[config.mk]
export PLATFORM = sky130hd
export DESIGN_NAME = ball_motion_ctrl
export DESIGN_NICKNAME = d
export VERILOG_FILES = /design/src/rtl/ball_pkg.sv /design/src/rtl/square_window.sv /design/src/rtl/ball_motion_ctrl.sv
export SDC_FILE = /design/constraint.sdc
export NUM_CORES = 1
export LEC_CHECK = 0
export BUFFER_PORTS_ARGS = -buffer_cell sky130_fd_sc_hd__buf_2
export CORE_MARGIN = 8
export CORE_UTILIZATION = 30
export DETAILED_ROUTE_END_ITERATION = 8
export HOLD_SLACK_MARGIN = 0.08
export SYNTH_ARGS = -nofsm -noshare
export SYNTH_HDL_FRONTEND = slang
export SYNTH_SLANG_ARGS = --single-unit
[constraint.sdc]
create_clock -name clk -period 7.95 [get_ports clk]
set_input_delay 1.59 -clock clk [delete_from_list [all_inputs] [get_ports clk]]
set_output_delay 1.59 -clock clk [all_outputs]
set_load 0.005 [all_outputs]
[src/rtl/ball_pkg.sv]
// Shared types and constants for the bouncing-ball controller.
// Config macro: BALL_POP_BLINK_EN adds the POPPING blink state.
package ball_pkg;
    // Position is unsigned Q11.6, speed is signed 1/64 px per frame
    localparam int FRAC_W = 6;
    localparam int POS_W  = 17;
    localparam int INT_W  = POS_W - FRAC_W;
    localparam int SPD_W  = 12;
    localparam int SPD_MAX = 2047;

    localparam int DEF_OBJECT_SIZE  = 70;
    localparam int DEF_X_SPEED      = 96;
    localparam int DEF_GRAVITY      = 8;
    localparam int DEF_BOUNCE_SPEED = 640;

`ifdef BALL_POP_BLINK_EN
    localparam int POP_FRAMES = 16;
    typedef enum logic [1:0] {IDLE, ACTIVE, POPPING} state_t;
`else
    typedef enum logic [1:0] {IDLE, ACTIVE} state_t;
`endif
endpackage

[src/rtl/square_window.sv]
// Pixel-in-box test and pixel offset, one registered stage.
module square_window
    import ball_pkg::*;
#(
    parameter int OBJECT_SIZE = DEF_OBJECT_SIZE
) (
    input  logic             clk,
    input  logic             reset,
    input  logic [INT_W-1:0] pixelX,
    input  logic [INT_W-1:0] pixelY,
    input  logic [INT_W-1:0] topLeftX,
    input  logic [INT_W-1:0] topLeftY,
    output logic [INT_W-1:0] offsetX,
    output logic [INT_W-1:0] offsetY,
    output logic             InsideRectangle
);
    logic w_inX, w_inY;

    // One extra bit keeps topLeft + size from wrapping near the screen edge
    assign w_inX = ({1'b0, pixelX} >= {1'b0, topLeftX}) &&
                   ({1'b0, pixelX} <  ({1'b0, topLeftX} + (INT_W+1)'(OBJECT_SIZE)));
    assign w_inY = ({1'b0, pixelY} >= {1'b0, topLeftY}) &&
                   ({1'b0, pixelY} <  ({1'b0, topLeftY} + (INT_W+1)'(OBJECT_SIZE)));

    // Register hit flag and offsets so both arrive one cycle after the pixel
    always_ff @(posedge clk or posedge reset) begin
        if (reset) begin
            InsideRectangle <= 1'b0;
            offsetX         <= '0;
            offsetY         <= '0;
        end else begin
            InsideRectangle <= w_inX && w_inY;
            offsetX         <= pixelX - topLeftX;
            offsetY         <= pixelY - topLeftY;
        end
    end
endmodule

[src/rtl/ball_motion_ctrl.sv]
// Ball physics: spawn, per-frame motion with gravity, floor bounce,
// wall reflection and pop on hit. Config macro: BALL_POP_BLINK_EN.
module ball_motion_ctrl
    import ball_pkg::*;
#(
    parameter int OBJECT_SIZE  = DEF_OBJECT_SIZE,
    parameter int LEFT_WALL    = 0,
    parameter int RIGHT_WALL   = 639,
    parameter int FLOOR_Y      = 479,
    parameter int X_SPEED      = DEF_X_SPEED,
    parameter int GRAVITY      = DEF_GRAVITY,
    parameter int BOUNCE_SPEED = DEF_BOUNCE_SPEED
) (
    input  logic             clk,
    input  logic             reset,
    input  logic             startOfFrame,
    input  logic [INT_W-1:0] pixelX,
    input  logic [INT_W-1:0] pixelY,
    input  logic             spawn,
    input  logic [INT_W-1:0] spawnX,
    input  logic [INT_W-1:0] spawnY,
    input  logic             spawnDirRight,
    input  logic             hit,
    output logic [INT_W-1:0] offsetX,
    output logic [INT_W-1:0] offsetY,
    output logic             InsideRectangle,
    output logic             visible,
    output logic [INT_W-1:0] topLeftX,
    output logic [INT_W-1:0] topLeftY,
    output logic             popped
);
    localparam logic [INT_W-1:0] LEFT_POS  = INT_W'(LEFT_WALL);
    localparam logic [INT_W-1:0] RIGHT_POS = INT_W'(RIGHT_WALL - OBJECT_SIZE + 1);
    localparam logic [INT_W-1:0] FLOOR_POS = INT_W'(FLOOR_Y - OBJECT_SIZE + 1);

    state_t                  r_state;
    logic [POS_W-1:0]        r_posX, r_posY;
    logic signed [SPD_W-1:0] r_speedX, r_speedY;
    logic                    r_visible, r_popped;
`ifdef BALL_POP_BLINK_EN
    logic [3:0]              r_popCnt;
    logic [3:0]              w_popCntNext;
    assign w_popCntNext = r_popCnt + 4'd1;
`endif

    logic [POS_W-1:0]        w_xSum, w_ySum;
    logic [INT_W-1:0]        w_xInt, w_yInt;
    logic                    w_xUnder, w_hitLeft, w_hitRight, w_hitFloor;
    logic signed [SPD_W:0]   w_spdYSum;
    logic signed [SPD_W-1:0] w_spdYNext;

    assign w_xSum = r_posX + {{(POS_W-SPD_W){r_speedX[SPD_W-1]}}, r_speedX};
    assign w_ySum = r_posY + {{(POS_W-SPD_W){r_speedY[SPD_W-1]}}, r_speedY};
    assign w_xInt = w_xSum[POS_W-1:FRAC_W];
    assign w_yInt = w_ySum[POS_W-1:FRAC_W];

    // Moving left and landing above the old position means x went below 0
    assign w_xUnder   = r_speedX[SPD_W-1] && (w_xSum > r_posX);
    assign w_hitLeft  = w_xUnder || ({2'b00, w_xInt} < 13'(LEFT_WALL));
    assign w_hitRight = ({2'b00, w_xInt} + 13'(OBJECT_SIZE - 1)) > 13'(RIGHT_WALL);

    // Gravity with saturation; gravity is positive so only the top can overflow
    assign w_spdYSum  = {r_speedY[SPD_W-1], r_speedY} + (SPD_W+1)'(GRAVITY);
    assign w_spdYNext = (w_spdYSum > (SPD_W+1)'(SPD_MAX)) ? SPD_W'(SPD_MAX)
                                                          : w_spdYSum[SPD_W-1:0];
    assign w_hitFloor = (({2'b00, w_yInt} + 13'(OBJECT_SIZE - 1)) >= 13'(FLOOR_Y)) &&
                        (w_spdYNext > 0);

    assign topLeftX = r_posX[POS_W-1:FRAC_W];
    assign topLeftY = r_posY[POS_W-1:FRAC_W];
    assign visible  = r_visible;
    assign popped   = r_popped;

    // Ball state machine; hit has priority over the frame's physics update
    always_ff @(posedge clk or posedge reset) begin
        if (reset) begin
            r_state   <= IDLE;
            r_posX    <= '0;
            r_posY    <= '0;
            r_speedX  <= '0;
            r_speedY  <= '0;
            r_visible <= 1'b0;
            r_popped  <= 1'b0;
`ifdef BALL_POP_BLINK_EN
            r_popCnt  <= '0;
`endif
        end else begin
            r_popped <= 1'b0;
            case (r_state)
                IDLE: begin
                    if (spawn) begin
                        r_posX    <= {spawnX, {FRAC_W{1'b0}}};
                        r_posY    <= {spawnY, {FRAC_W{1'b0}}};
                        r_speedX  <= spawnDirRight ? SPD_W'(X_SPEED) : -SPD_W'(X_SPEED);
                        r_speedY  <= '0;
                        r_visible <= 1'b1;
                        r_state   <= ACTIVE;
                    end
                end
                ACTIVE: begin
                    if (hit) begin
                        r_popped  <= 1'b1;
                        r_visible <= 1'b0;
`ifdef BALL_POP_BLINK_EN
                        r_popCnt  <= '0;
                        r_state   <= POPPING;
`else
                        r_state   <= IDLE;
`endif
                    end else if (startOfFrame) begin
                        if (w_hitLeft) begin
                            r_posX   <= {LEFT_POS, {FRAC_W{1'b0}}};
                            r_speedX <= -r_speedX;
                        end else if (w_hitRight) begin
                            r_posX   <= {RIGHT_POS, {FRAC_W{1'b0}}};
                            r_speedX <= -r_speedX;
                        end else begin
                            r_posX   <= w_xSum;
                        end
                        if (w_hitFloor) begin
                            r_posY   <= {FLOOR_POS, {FRAC_W{1'b0}}};
                            r_speedY <= -SPD_W'(BOUNCE_SPEED);
                        end else begin
                            r_posY   <= w_ySum;
                            r_speedY <= w_spdYNext;
                        end
                    end
                end
`ifdef BALL_POP_BLINK_EN
                POPPING: begin
                    if (startOfFrame) begin
                        if (r_popCnt == 4'(POP_FRAMES - 1)) begin
                            r_visible <= 1'b0;
                            r_state   <= IDLE;
                        end else begin
                            r_popCnt  <= w_popCntNext;
                            r_visible <= w_popCntNext[2];
                        end
                    end
                end
`endif
                default: r_state <= IDLE;
            endcase
        end
    end

    square_window #(.OBJECT_SIZE(OBJECT_SIZE)) u_window (
        .clk             (clk),
        .reset           (reset),
        .pixelX          (pixelX),
        .pixelY          (pixelY),
        .topLeftX        (topLeftX),
        .topLeftY        (topLeftY),
        .offsetX         (offsetX),
        .offsetY         (offsetY),
        .InsideRectangle (InsideRectangle)
    );
endmodule

Word level (Yosys, flattened, before mapping)
Index checks and enable logic that the tools add are counted.
Word-level totals
  logic and storage cells: 78
  latch bits: 0
  memory bits (writable): 0
  output and inout port bits: 47
  input port bits: 50
  memories: 0
  memory bits (read-only): 0
  register bits: 85
Cells by class
  magnitude comparators: 9
  shift operators: 0
  add/sub/neg operators: 10
  reduce and logical (&&, ||, !) cells: 11
  multiply operators: 0
  bitwise gates (word level): 0
  divide/modulo/power cells: 0
  equal/unequal tests: 6
  mux-type cells: 32
Operators by type and width (count)
  $mux 17: 9
  $mux 12: 11
  $pmux 17 s2: 2
  $add 11x7->12 const B: 4
  $pmux 12 s2: 2
  $add 17x17->17: 2
  $lt 11x12->1: 2
  $ge 11x11->1: 2
  $sub 11x11->11: 2
  $gt 17x17->1: 1
  $add 12x5->13 const B: 1
  $gt 13x12->1 const B: 1
  $ge 12x9->1 const B: 1
  $gt 12x1->1 const B: 1
  $gt 12x10->1 const B: 1
  $neg 12->12: 1
  $ne 2x2->1 const B: 4
  $logic_and 1x1->1: 5
  $reduce_and 5->1: 1
  $mux 1: 4
  $mux 2: 2
  $pmux 2 s2: 1
  $reduce_and 4->1: 1
  $ne 3x3->1 const B: 1
  6 further kinds: 6

Longest topological paths before layout
  word-level depth: 9
  mapped depth: 18
  gate-level depth less buffers: 16

Hierarchy
From an unflattened synthesis, not the netlist that was laid out.
Unflattened totals
  cell total of the unflattened synthesis: 870
  area, all modules: 7537.2 µm²
Modules (own cells, without submodules)
  ball_motion_ctrl: cells an instance 617, times used 1, sequential area each 1451.4 µm², area an instance 5212.5 µm²
  square_window: cells an instance 253, times used 1, sequential area each 575.6 µm², area an instance 2324.7 µm²

Worst setup path before layout
Ideal clock, no wire load.
  path kind: register to register
  start point: register r_posX[7]
  end point: register r_speedX[10]
  path buffers: 1
  setup slack: 4.108 ns
  stages on the path, launching flop included: 17
  arrival time: 3.748 ns
  data required time: 7.856 ns
  clock period less this slack: 3.842 ns
  library setup time: 0.094 ns
  path through: dfrtp_1 > ha_1 > or4_1 > a21oi_1 > nor4_1 > a311o_1 > ha_1 > a21o_1 > a21o_1 > a221oi_1 > o31ai_1 > a221oi_1 > o21a_1 > buf_2 > a21oi_4 > a31o_1 > a211oi_1
Between the ends
  longest elaborated chain between the ends: 7
  elaborated cells between the ends (all ways): 11
  classes of those cells: add/sub (2); order compare (2); eq/ne (1); mux (4); reduce/logical (2)
RTL lines
  start, declared: RTL line ball_motion_ctrl.sv:37  | logic [POS_W-1:0] r_posX, r_posY;
  start signal, assigned: RTL line ball_motion_ctrl.sv:92  | r_posX <= {spawnX, {FRAC_W{1'b0}}};
  start signal, assigned: RTL line ball_motion_ctrl.sv:112  | r_posX <= {LEFT_POS, {FRAC_W{1'b0}}};
  start signal, assigned: RTL line ball_motion_ctrl.sv:115  | r_posX <= {RIGHT_POS, {FRAC_W{1'b0}}};
  branches (longest 7 deep; another with $add 17x17->17)
  end signal, assigned: RTL line ball_motion_ctrl.sv:94  | r_speedX <= spawnDirRight ? SPD_W'(X_SPEED) : -SPD_W'(X_SPEED);
  end signal, assigned: RTL line ball_motion_ctrl.sv:113  | r_speedX <= -r_speedX;
  end signal, assigned: RTL line ball_motion_ctrl.sv:116  | r_speedX <= -r_speedX;
  end, declared: RTL line ball_motion_ctrl.sv:38  | logic signed [SPD_W-1:0] r_speedX, r_speedY;
Several ways; the timed one is not identified. The select of a mux whose other input is x is not followed.
A chain may end at the register's enable or synchronous reset.

Final worst setup path
Ends and elaborated chain as after synthesis.

==> qor.txt <==
Status: finished, final reports clean
Initial Util: 30.4%
Leakage: 4.00 nW
Crit start category: flip-flop
DRC Markers: 0
Cell area after synthesis: 7620 um2
Main combinational cell family by area after synthesis: compound AO/OA/AOI/OAI gates
Flops & latches, synth: 81
Die area: 30800 um2
DR pass1 iterations: 5
Pwr dens: 443 nW/um2
Synth area leaders: dfrtp_1, ha_1, xnor2_1
Most frequent cells after synthesis: ha_1, dfrtp_1, nand2_1, inv_1, nor2_1
Die Y-Extent: 175 um
H-Tree Depth: 3
Fin. max-slew vios: 0
GR Overflow Total: 0
Worst-Margin Slew: 1.00 ns
Synth Area in Compound Gates: 25.3%
Multiplexer share of the synthesized area: 0.673%
Placer Congestion: 0.877
Synth Area in Simple Gates: 17.8%
Post-synthesis adder-cell area fraction: 16.9%
Pin count of the biggest net entering global routing: 73
Post-CTS resize count: 0
RSZ-0062 raised after global routing: false
Max Freq: 221 MHz
Detailed Route Iter0 Violations: 367
NumNets Final: 1105
Ant diodes: 0
Post-synthesis sequential area ratio: 26.6%
Bufs and invs on worst path: 0
Final hold vios: 0
# Post-CTS Setup Buffers: 0
Worst setup EP type: flip-flop
Wire per inst: 16.7 um
Max Root-Sink Buffers: 2
Synth Area in XOR/XNOR: 5.75%
Power, Total: 0.00378 W
R2r setup slk: 3.42 ns
Chip width: 175 um
Hold_buf cts: 0
Post-layout minimum cycle time: 4.53 ns
Netlist cell types: 74
Detail Route Antenna Nets: 0
First-pass GRT wire length: 34.9 mm
Worst Hold End: r_posY[4]
Vias in the first global route: 6738
CP max FO: 10
Min-delay worst type: reg2reg
Vias per cell: 5.39
Clock sink total: 81
Count leader, synth: ha_1
Vias: 6938
Hold path cells: 2
Syn avg cell area: 8.49 um2
Layout cells sized above 1: 13.9%
Syn Nets: 1047
All-Layer GR Usage: 13.8%
Critical path class: reg2reg
Num rows: 58
TNS Setup: 0 ns
Post-route clock period utilization: 57.0%
CP max stage cell: or4_1
Required time of the critical path: 8.21 ns
Worst hold slack: 0.486 ns
Leading area contributor after synthesis: dfrtp_1
Number of max-cap violations: 0
Clock buffer count from CTS: 9
Skew final: 0.00891 ns
CTS Root Cell: clkbuf_16
Worst r2r src: r_posX[7]
Initial antenna violation count: 3
Synth Warn #: 0
Worst-Skew Late Latency: 0.35 ns
CTS tree: yes
Final wirelength: 21.5 mm
Fillers: 2637
Post-DP HPWL: 16.8 mm
Clock-pin slew on the worst setup and hold paths: 0.06 ns
I/O pin count: 97
Final Util: 34.0%
Crit-path leading delay family: compound AO/OA/AOI/OAI gates
Yosys top cell area share: 26.6%
Maximum vdd drop: 170 uV
Hold_sp: r_posY[4]
Reg2reg end: r_speedX[10]
Worst rel slew slack: 33.2%
Post-synth ARST share: 100%
Core area: 25000 um2
Port bufs: 96
Area Growth Syn to Fin: 11.7%
Worst EP arrival: 4.79 ns
Worst-path cell chain: ha_1, or4_1, a21oi_1, nor4_1, a311o_1, ha_1, a21o_1, a21o_1, a221oi_1, o31ai_1, a221oi_1, o21a_1, a21oi_4, a31o_1, a211oi_1
Cells on worst reg2reg path: 15
Ys flop type: dfrtp_1
Final setup violation count: 0
Largest stage delay, worst path: 0.53 ns
Post-synth EDFFs: 0
Gate Count Post-Synth: 897
## worst max-delay path by stage
stage	from	endpoint	cells after the start
floorplan	r_posX[7]	r_speedX[10]	16
global placement	r_speedX[2]	r_speedX[7]	16
detailed placement	r_posX[7]	r_speedX[10]	15
CTS	r_posX[7]	r_speedX[10]	15
global route	r_posX[7]	r_speedX[10]	15
finish	r_posX[7]	r_speedX[10]	15
## flip-flops by register name, indices dropped and copies added, names as in the netlist
signal	cells
u_window.InsideRectangle	1
r_speedX	11
u_window.offsetY	11
r_posY	17
popped	1
visible	1
r_posX	16
r_speedY	12
u_window.offsetX	11
## layout by cell type, fill, tap and decap left out, types with 19 or more instances in the layout
master / Yosys / routed
buf_2: 2 / 96
ha_1: 95 / 95
dfrtp_1: 81 / 81
nand2_1: 68 / 68
inv_1: 60 / 59
nor2_1: 59 / 59
o21ai_0: 54 / 54
a21oi_1: 45 / 45
xnor2_1: 35 / 35
nor3_1: 29 / 29
nand3_1: 28 / 28
a21o_1: 26 / 26
o21a_1: 19 / 19
## power breakdown
group          internal (W)  switching [W]  leakage (nW)
Clock              0.000232       0.000167         0.134
Combinational       0.00111        0.00151          2.85
Sequential         0.000561       0.000194          1.01
Total               0.00191        0.00187          4.00
## per-stage QoR
step | cells | area, um2 | setup slack (ns)
detailed placement | 1274 | 8240 | 3.50
finish | 1287 | 8510 | 3.42
floorplan | 897 | 7620 | 4.11
global placement | 1274 | 8240 | 3.64
global route | 1287 | 8510 | 3.16
CTS | 1287 | 8510 | 3.48
## tightest hold or removal path, cell delays in order (launching register included)
cell     delay, ns
dfrtp_1       0.34
nand2_1       0.05
o31ai_1       0.06
## per-layer routing
layer	GRT usage [%]	wire length (um)	share of wire, %
met5	0	34	0.16
met4	5.51	541	2.5
met3	2.19	971	4.5
met2	23.2	9960	46
met1	17.4	10000	47
## cells by family (layout without fill, tap and decap cells)
family,Yosys count,in the layout
multiplexers,5,5
AND/OR/NAND/NOR,272,272
flip-flops,81,81
AO/OA/AOI/OAI,276,276
adder cells (fa/ha/maj),100,100
XOR/XNOR,50,50
buffers and inverters,113,173
## final cells by class
type	instances	area, um2	share of cell area [%]
Clock buffer	13	270	3.17
Inverter	60	226	2.66
Multi-Input combinational cell	703	5070	59.5
Sequential cell	81	2030	23.8
Tap cell	330	413	4.85
Timing Repair Buffer	100	510	6.00
No activity file was read; power rests on OpenSTA's default activity.
